[config.mk]
export PLATFORM = sky130hd
export DESIGN_NAME = if_fetch_unit_flat
export DESIGN_NICKNAME = d
export VERILOG_FILES = /design/src/rtl/if_fetch_unit_if.sv /design/src/rtl/if_fetch_unit.sv /design/src/flat_wrapper.sv
export SDC_FILE = /design/constraint.sdc
export NUM_CORES = 1
export LEC_CHECK = 0
export CORE_MARGIN = 2
export CORE_UTILIZATION = 43
export DETAILED_ROUTE_END_ITERATION = 10
export GPL_TIMING_DRIVEN = 0
export PLACE_DENSITY = 0.83
export SYNTH_ARGS = -nofsm -noshare
export SYNTH_HDL_FRONTEND = slang
export SYNTH_SLANG_ARGS = --single-unit
[constraint.sdc]
create_clock -name clk -period 3 [get_ports clk]
set_input_delay 0.3 -clock clk [delete_from_list [all_inputs] [get_ports clk]]
set_output_delay 0.3 -clock clk [all_outputs]
set_load 0.05 [all_outputs]
[src/rtl/if_fetch_unit_if.sv]
// Instruction ROM bus between the fetch unit and the ROM.
// The ROM is combinational: rom_inst follows rom_addr in the same cycle.
interface if_fetch_unit_if;
  logic        rom_ce;
  logic [31:0] rom_addr;
  logic [31:0] rom_inst;

  modport master (
    output rom_ce,
    output rom_addr,
    input  rom_inst
  );

  modport slave (
    input  rom_ce,
    input  rom_addr,
    output rom_inst
  );
endinterface

[src/rtl/if_fetch_unit.sv]
// Fetch stage: owns the PC, drives the ROM and fills the IF/ID register.
// Handles stall, taken-branch, flush and out-of-window fetch faults.
module if_fetch_unit #(
  parameter logic [31:0] RESET_PC          = 32'h0000_0000,
  parameter int unsigned INST_MEM_NUM      = 131071,
  parameter int unsigned INST_MEM_NUM_LOG2 = 17,
  parameter logic [31:0] NOP_INST          = 32'h0000_0000
) (
  input  logic        clk,
  input  logic        rst,
  input  logic        stall_pc,
  input  logic        stall_id,
  input  logic        stall_ex,
  input  logic        flush,
  input  logic [31:0] new_pc,
  input  logic        branch_flag,
  input  logic [31:0] branch_target,
  if_fetch_unit_if.master rom,
  output logic [31:0] id_pc,
  output logic [31:0] id_inst,
  output logic        id_valid,
  output logic        id_fault
);

  localparam int unsigned HI = INST_MEM_NUM_LOG2 + 2;

  typedef enum logic {
    S_BOOT,
    S_RUN
  } state_e;

  state_e      state_q, state_d;
  logic [31:0] pc_q, pc_d;
  logic [31:0] id_pc_q, id_pc_d;
  logic [31:0] id_inst_q, id_inst_d;
  logic        id_valid_q, id_valid_d;
  logic        id_fault_q, id_fault_d;

  logic        mis_al;
  logic        hi_set;
  logic [31:0] widx;
  logic        fault;

  // Word index split at the ROM decode width; upper bits must be clear.
  assign mis_al = |pc_q[1:0];
  assign hi_set = |pc_q[31:HI];
  assign widx   = 32'(pc_q[HI-1:2]);
  assign fault  = mis_al || hi_set
               || (widx >= INST_MEM_NUM);

  assign rom.rom_ce   = (state_q == S_RUN) && !fault;
  assign rom.rom_addr = pc_q;

  always_comb begin
    state_d    = S_RUN;
    pc_d       = pc_q;
    id_pc_d    = id_pc_q;
    id_inst_d  = id_inst_q;
    id_valid_d = id_valid_q;
    id_fault_d = id_fault_q;

    if (state_q == S_BOOT) begin
      if (flush) pc_d = new_pc;
      id_pc_d    = '0;
      id_inst_d  = NOP_INST;
      id_valid_d = 1'b0;
      id_fault_d = 1'b0;
    end else begin
      if (flush)            pc_d = new_pc;
      else if (stall_pc)    pc_d = pc_q;
      else if (branch_flag) pc_d = branch_target;
      else                  pc_d = pc_q + 32'd4;

      if (flush || (stall_id && !stall_ex)) begin
        id_pc_d    = '0;
        id_inst_d  = NOP_INST;
        id_valid_d = 1'b0;
        id_fault_d = 1'b0;
      end else if (!stall_id) begin
        id_pc_d    = pc_q;
        id_inst_d  = fault ? NOP_INST
                           : rom.rom_inst;
        id_valid_d = 1'b1;
        id_fault_d = fault;
      end
    end
  end

  always_ff @(posedge clk or negedge rst) begin
    if (!rst) begin
      state_q    <= S_BOOT;
      pc_q       <= RESET_PC;
      id_pc_q    <= '0;
      id_inst_q  <= NOP_INST;
      id_valid_q <= 1'b0;
      id_fault_q <= 1'b0;
    end else begin
      state_q    <= state_d;
      pc_q       <= pc_d;
      id_pc_q    <= id_pc_d;
      id_inst_q  <= id_inst_d;
      id_valid_q <= id_valid_d;
      id_fault_q <= id_fault_d;
    end
  end

  assign id_pc    = id_pc_q;
  assign id_inst  = id_inst_q;
  assign id_valid = id_valid_q;
  assign id_fault = id_fault_q;

endmodule

[src/flat_wrapper.sv]
// flat-port wrapper written by rule: the top's interface ports become plain ports
module if_fetch_unit_flat 
#(
  parameter logic [31:0] RESET_PC          = 32'h0000_0000,
  parameter int unsigned INST_MEM_NUM      = 131071,
  parameter int unsigned INST_MEM_NUM_LOG2 = 17,
  parameter logic [31:0] NOP_INST          = 32'h0000_0000
)
  (clk, rst, stall_pc, stall_id, stall_ex, flush, new_pc, branch_flag, branch_target, id_pc, id_inst, id_valid, id_fault, rom_rom_ce, rom_rom_addr, rom_rom_inst);
  if_fetch_unit_if rom_i ();
  input  logic clk;
  input  logic rst;
  input  logic stall_pc;
  input  logic stall_id;
  input  logic stall_ex;
  input  logic flush;
  input  logic [31:0] new_pc;
  input  logic branch_flag;
  input  logic [31:0] branch_target;
  output logic [31:0] id_pc;
  output logic [31:0] id_inst;
  output logic id_valid;
  output logic id_fault;
  output wire logic [$bits(rom_i.rom_ce)-1:0] rom_rom_ce;
  output wire logic [$bits(rom_i.rom_addr)-1:0] rom_rom_addr;
  input wire logic [$bits(rom_i.rom_inst)-1:0] rom_rom_inst;
  assign rom_rom_ce = rom_i.rom_ce;
  assign rom_rom_addr = rom_i.rom_addr;
  assign rom_i.rom_inst = rom_rom_inst;
  if_fetch_unit #(.RESET_PC(RESET_PC), .INST_MEM_NUM(INST_MEM_NUM), .INST_MEM_NUM_LOG2(INST_MEM_NUM_LOG2), .NOP_INST(NOP_INST)) u_core (.clk(clk), .rst(rst), .stall_pc(stall_pc), .stall_id(stall_id), .stall_ex(stall_ex), .flush(flush), .new_pc(new_pc), .branch_flag(branch_flag), .branch_target(branch_target), .rom(rom_i), .id_pc(id_pc), .id_inst(id_inst), .id_valid(id_valid), .id_fault(id_fault));
endmodule
==> results.yml <==
run_status:
  outcome: "finished clean"
synthesis:
  syn_inst: 488
  syn-num-nets: 593
  yosys-top-cells-count: "dfrtp_1 (99), a22o_1 (64), a21oi_1 (55), nand2_1 (48), clkbuf_1 (29)"
  synth_top_area_cell: "dfrtp_1"
  seq_area_frac_synth_pct: 51.3
  ys_warn_count: 0
  asyncSetResetFlopFracSynth_pct: 100
  yosysMostFrequentCell: "dfrtp_1"
  synth.distinct_cells: 44
  netlist_area_mm2: 0.00483
  postSynthAreaPerCell_um2: 9.89
  synth.area.top_cells: "dfrtp_1 (51%), a22o_1 (12%), a21oi_1 (5.7%)"
  netlist.area_leader.share_pct: 51.3
  ys_ff_latch: 99
  ys.flop_type: "dfrtp_1"
  synth_enable_flop_cells: 0
floorplan:
  core_area_mm2: 0.0109
  io_pins: 202
  die_height_um: 110
  die_w_um: 110
  placementRows: 38
  die_area_mm2: 0.0121
  initial_core_util_pct: 44.3
power:
  p_per_area_mw_per_mm2: 438
  cellLeakagePower_uw: 0.00300
  power_uw: 3200
  vdd_drop_max_mv: 0.315
setup_path:
  cp.arrival_ps: 2570
  critPathLaunchType: "flop"
  path_class: "reg2out"
  rr_worst_depth: 13
  cp-startpoint: "u_core.rom.rom_addr[2]"
  endpoint: "rom_rom_ce"
  worstPathMaxFanout: 5
  cp.required_ps: 2700
  reg2reg_from: "u_core.rom.rom_addr[2]"
  end_kind: "output port"
  r2r_slack_ps: 190
  r2r-end: "u_core.id_inst[25]"
sta:
  worstMarginPinSlew_ps: 656
  period_needed_ps: 2870
  finClkSkew_ps: 9.40
  rsz0062_at_grt: "no"
  max_slew_margin_pct: 56.2
  setup_violations: 0
  max_freq_ghz: 0.348
  fin_crit_sh_pct: 95.8
  hold_viol: 0
  drv_slew: 0
cells_and_area:
  multi_input_area_mm2: 0.00216
  final_util_pct: 67.1
  syn_to_final_growth_pct: 51.3
  drive_gt1_share_pct: 6.61
  nets: 811
  seqCellArea_mm2: 0.00248
  diodes: 0
  fillers: 875
cts:
  clockBufferDepth: 2
  cts_max_level: 3
  root_buffer: "clkbuf_8"
  cts.sinks: 99
  clk_pin_slew_ps: 100
  cts_made_buffers: 9
  clk_latency_ps: 380
  cts_tree: "yes"
place:
  dp_hpwl_mm: 13.0
  place.gp.congestion: 0.907
  io_buffers: 200
global_routing:
  grt_use_total_pct: 28.1
  grt_max_degree: 59
  grt_pass1_vias: 4682
  grt_overflow: 0
  grt_pass1_wl_mm: 25.3
  antenna_found_initial: 0
detailed_routing:
  detail_route.first_pass.iterations: 7
  drtIter0Drc: 399
  wl_per_cell_um: 19.8
  ant_nets: 0
  vias: 4858
  wirelength_mm: 16.9
  vias_per_cell: 5.71
  drc: 0
flow_run:
  cap_violations: 0
hold_path:
  hold_path.class: "in2async"
-- cell usage in the layout, fill, tap and decap left out, drive strengths merged, types with 3 or more instances in the layout --
cell type,n
clkdlybuf4s50,198
dfrtp,99
a22o,64
a21oi,55
nand2,48
clkbuf,39
o21ai,36
nand3,22
buf,21
nor2,20
xnor2,15
nor4,12
inv,9
nand4,8
and3,7
and2,6
mux2i,5
nor3,5
and4,4
nor2b,3
nand2b,3
a31oi,3
a211oi,3
xor2,3
clkinv,3
-- cells by family after synthesis --
logic type | count (synthesis) | share of synthesized area [%]
AO/OA/AOI/OAI | 172 | 23.8
XOR/XNOR | 18 | 3.27
adder cells (fa/ha/maj) | 2 | 0.518
buffers and inverters | 49 | 4.25
flip-flops | 99 | 51.3
multiplexers | 5 | 1.04
other | 1 | 0.0777
AND/OR/NAND/NOR | 142 | 15.7
-- layer usage --
metal	routed length, µm	GRT usage (%)	vias to the layer above
met1	6920	36.4	2315
met5	0	0	-
met3	1570	7.53	30
met2	8010	45.4	287
met4	369	9.95	0
li1	-	-	2226
-- metrics by stage --
stage               setup TNS, ps  cells  hold WS (ps)  worst slack [ps]  cell area [µm²]
floorplan                       0    488          4.41               154             4830
global placement          -198660    828           464             -1970             7000
detailed placement          -5960    829           330              -613             7030
CTS                             0    848           451              5.14             7260
global route                    0    851           489              21.6             7300
finish                          0    851           458               127             7300
-- state kept, by name (all words and copies together) (netlist names) --
name                 flops
u_core.id_fault          1
u_core.id_pc            32
u_core.rom.rom_addr     32
u_core.id_inst          32
u_core.id_valid          1
u_core.state_q           1
-- final cells by class --
class / count / area share (%)
sequential: 99 / 33.9
multi-input combinational: 340 / 29.6
timing repair buffer: 207 / 28.4
buffer: 42 / 2.45
tap: 140 / 2.40
clock buffer: 10 / 1.88
clock inverter: 6 / 0.959
inverter: 7 / 0.360
-- critical path, cell delays in order (launching register included) --
cell and delay, ps:
dfrtp_2 450, ha_2 220, nand4_1 140, nor3_2 90, and3_1 170, ha_1 220
nor4_2 140, nand4_1 180, a21oi_2 230, and2_1 180, buf_6 170
-- timing repair --
| item | CTS | global route |
|---|---|---|
| hold buffers | 1 | 0 |
| gates resized for setup | 8 | 4 |
| endpoints found under the hold margin | 41 | 0 |
| buffers inserted | 2 | 3 |
| setup endpoints to repair | 31 | 31 |
| cloned | 0 | 0 |
| pin swaps | 0 | 0 |
-- report_power, final --
part	internal, µW	switching [µW]	leakage [µW]
clock	416	488	0.000107
sequential	1390	101	0.00132
combinational	327	472	0.00158
total	2140	1060	0.00300
-- worst min-delay path by stage --
stage,start,slack [ps],cells past startpoint,to
floorplan,rst,4,0,u_core.id_fault
global placement,u_core.id_fault,460,2,u_core.id_fault
detailed placement,rst,330,1,u_core.rom.rom_addr[4]
CTS,rst,450,2,u_core.rom.rom_addr[4]
global route,rom_rom_inst[24],490,2,u_core.id_inst[24]
finish,rst,460,2,u_core.rom.rom_addr[4]
(Power assumes the default switching activity.)
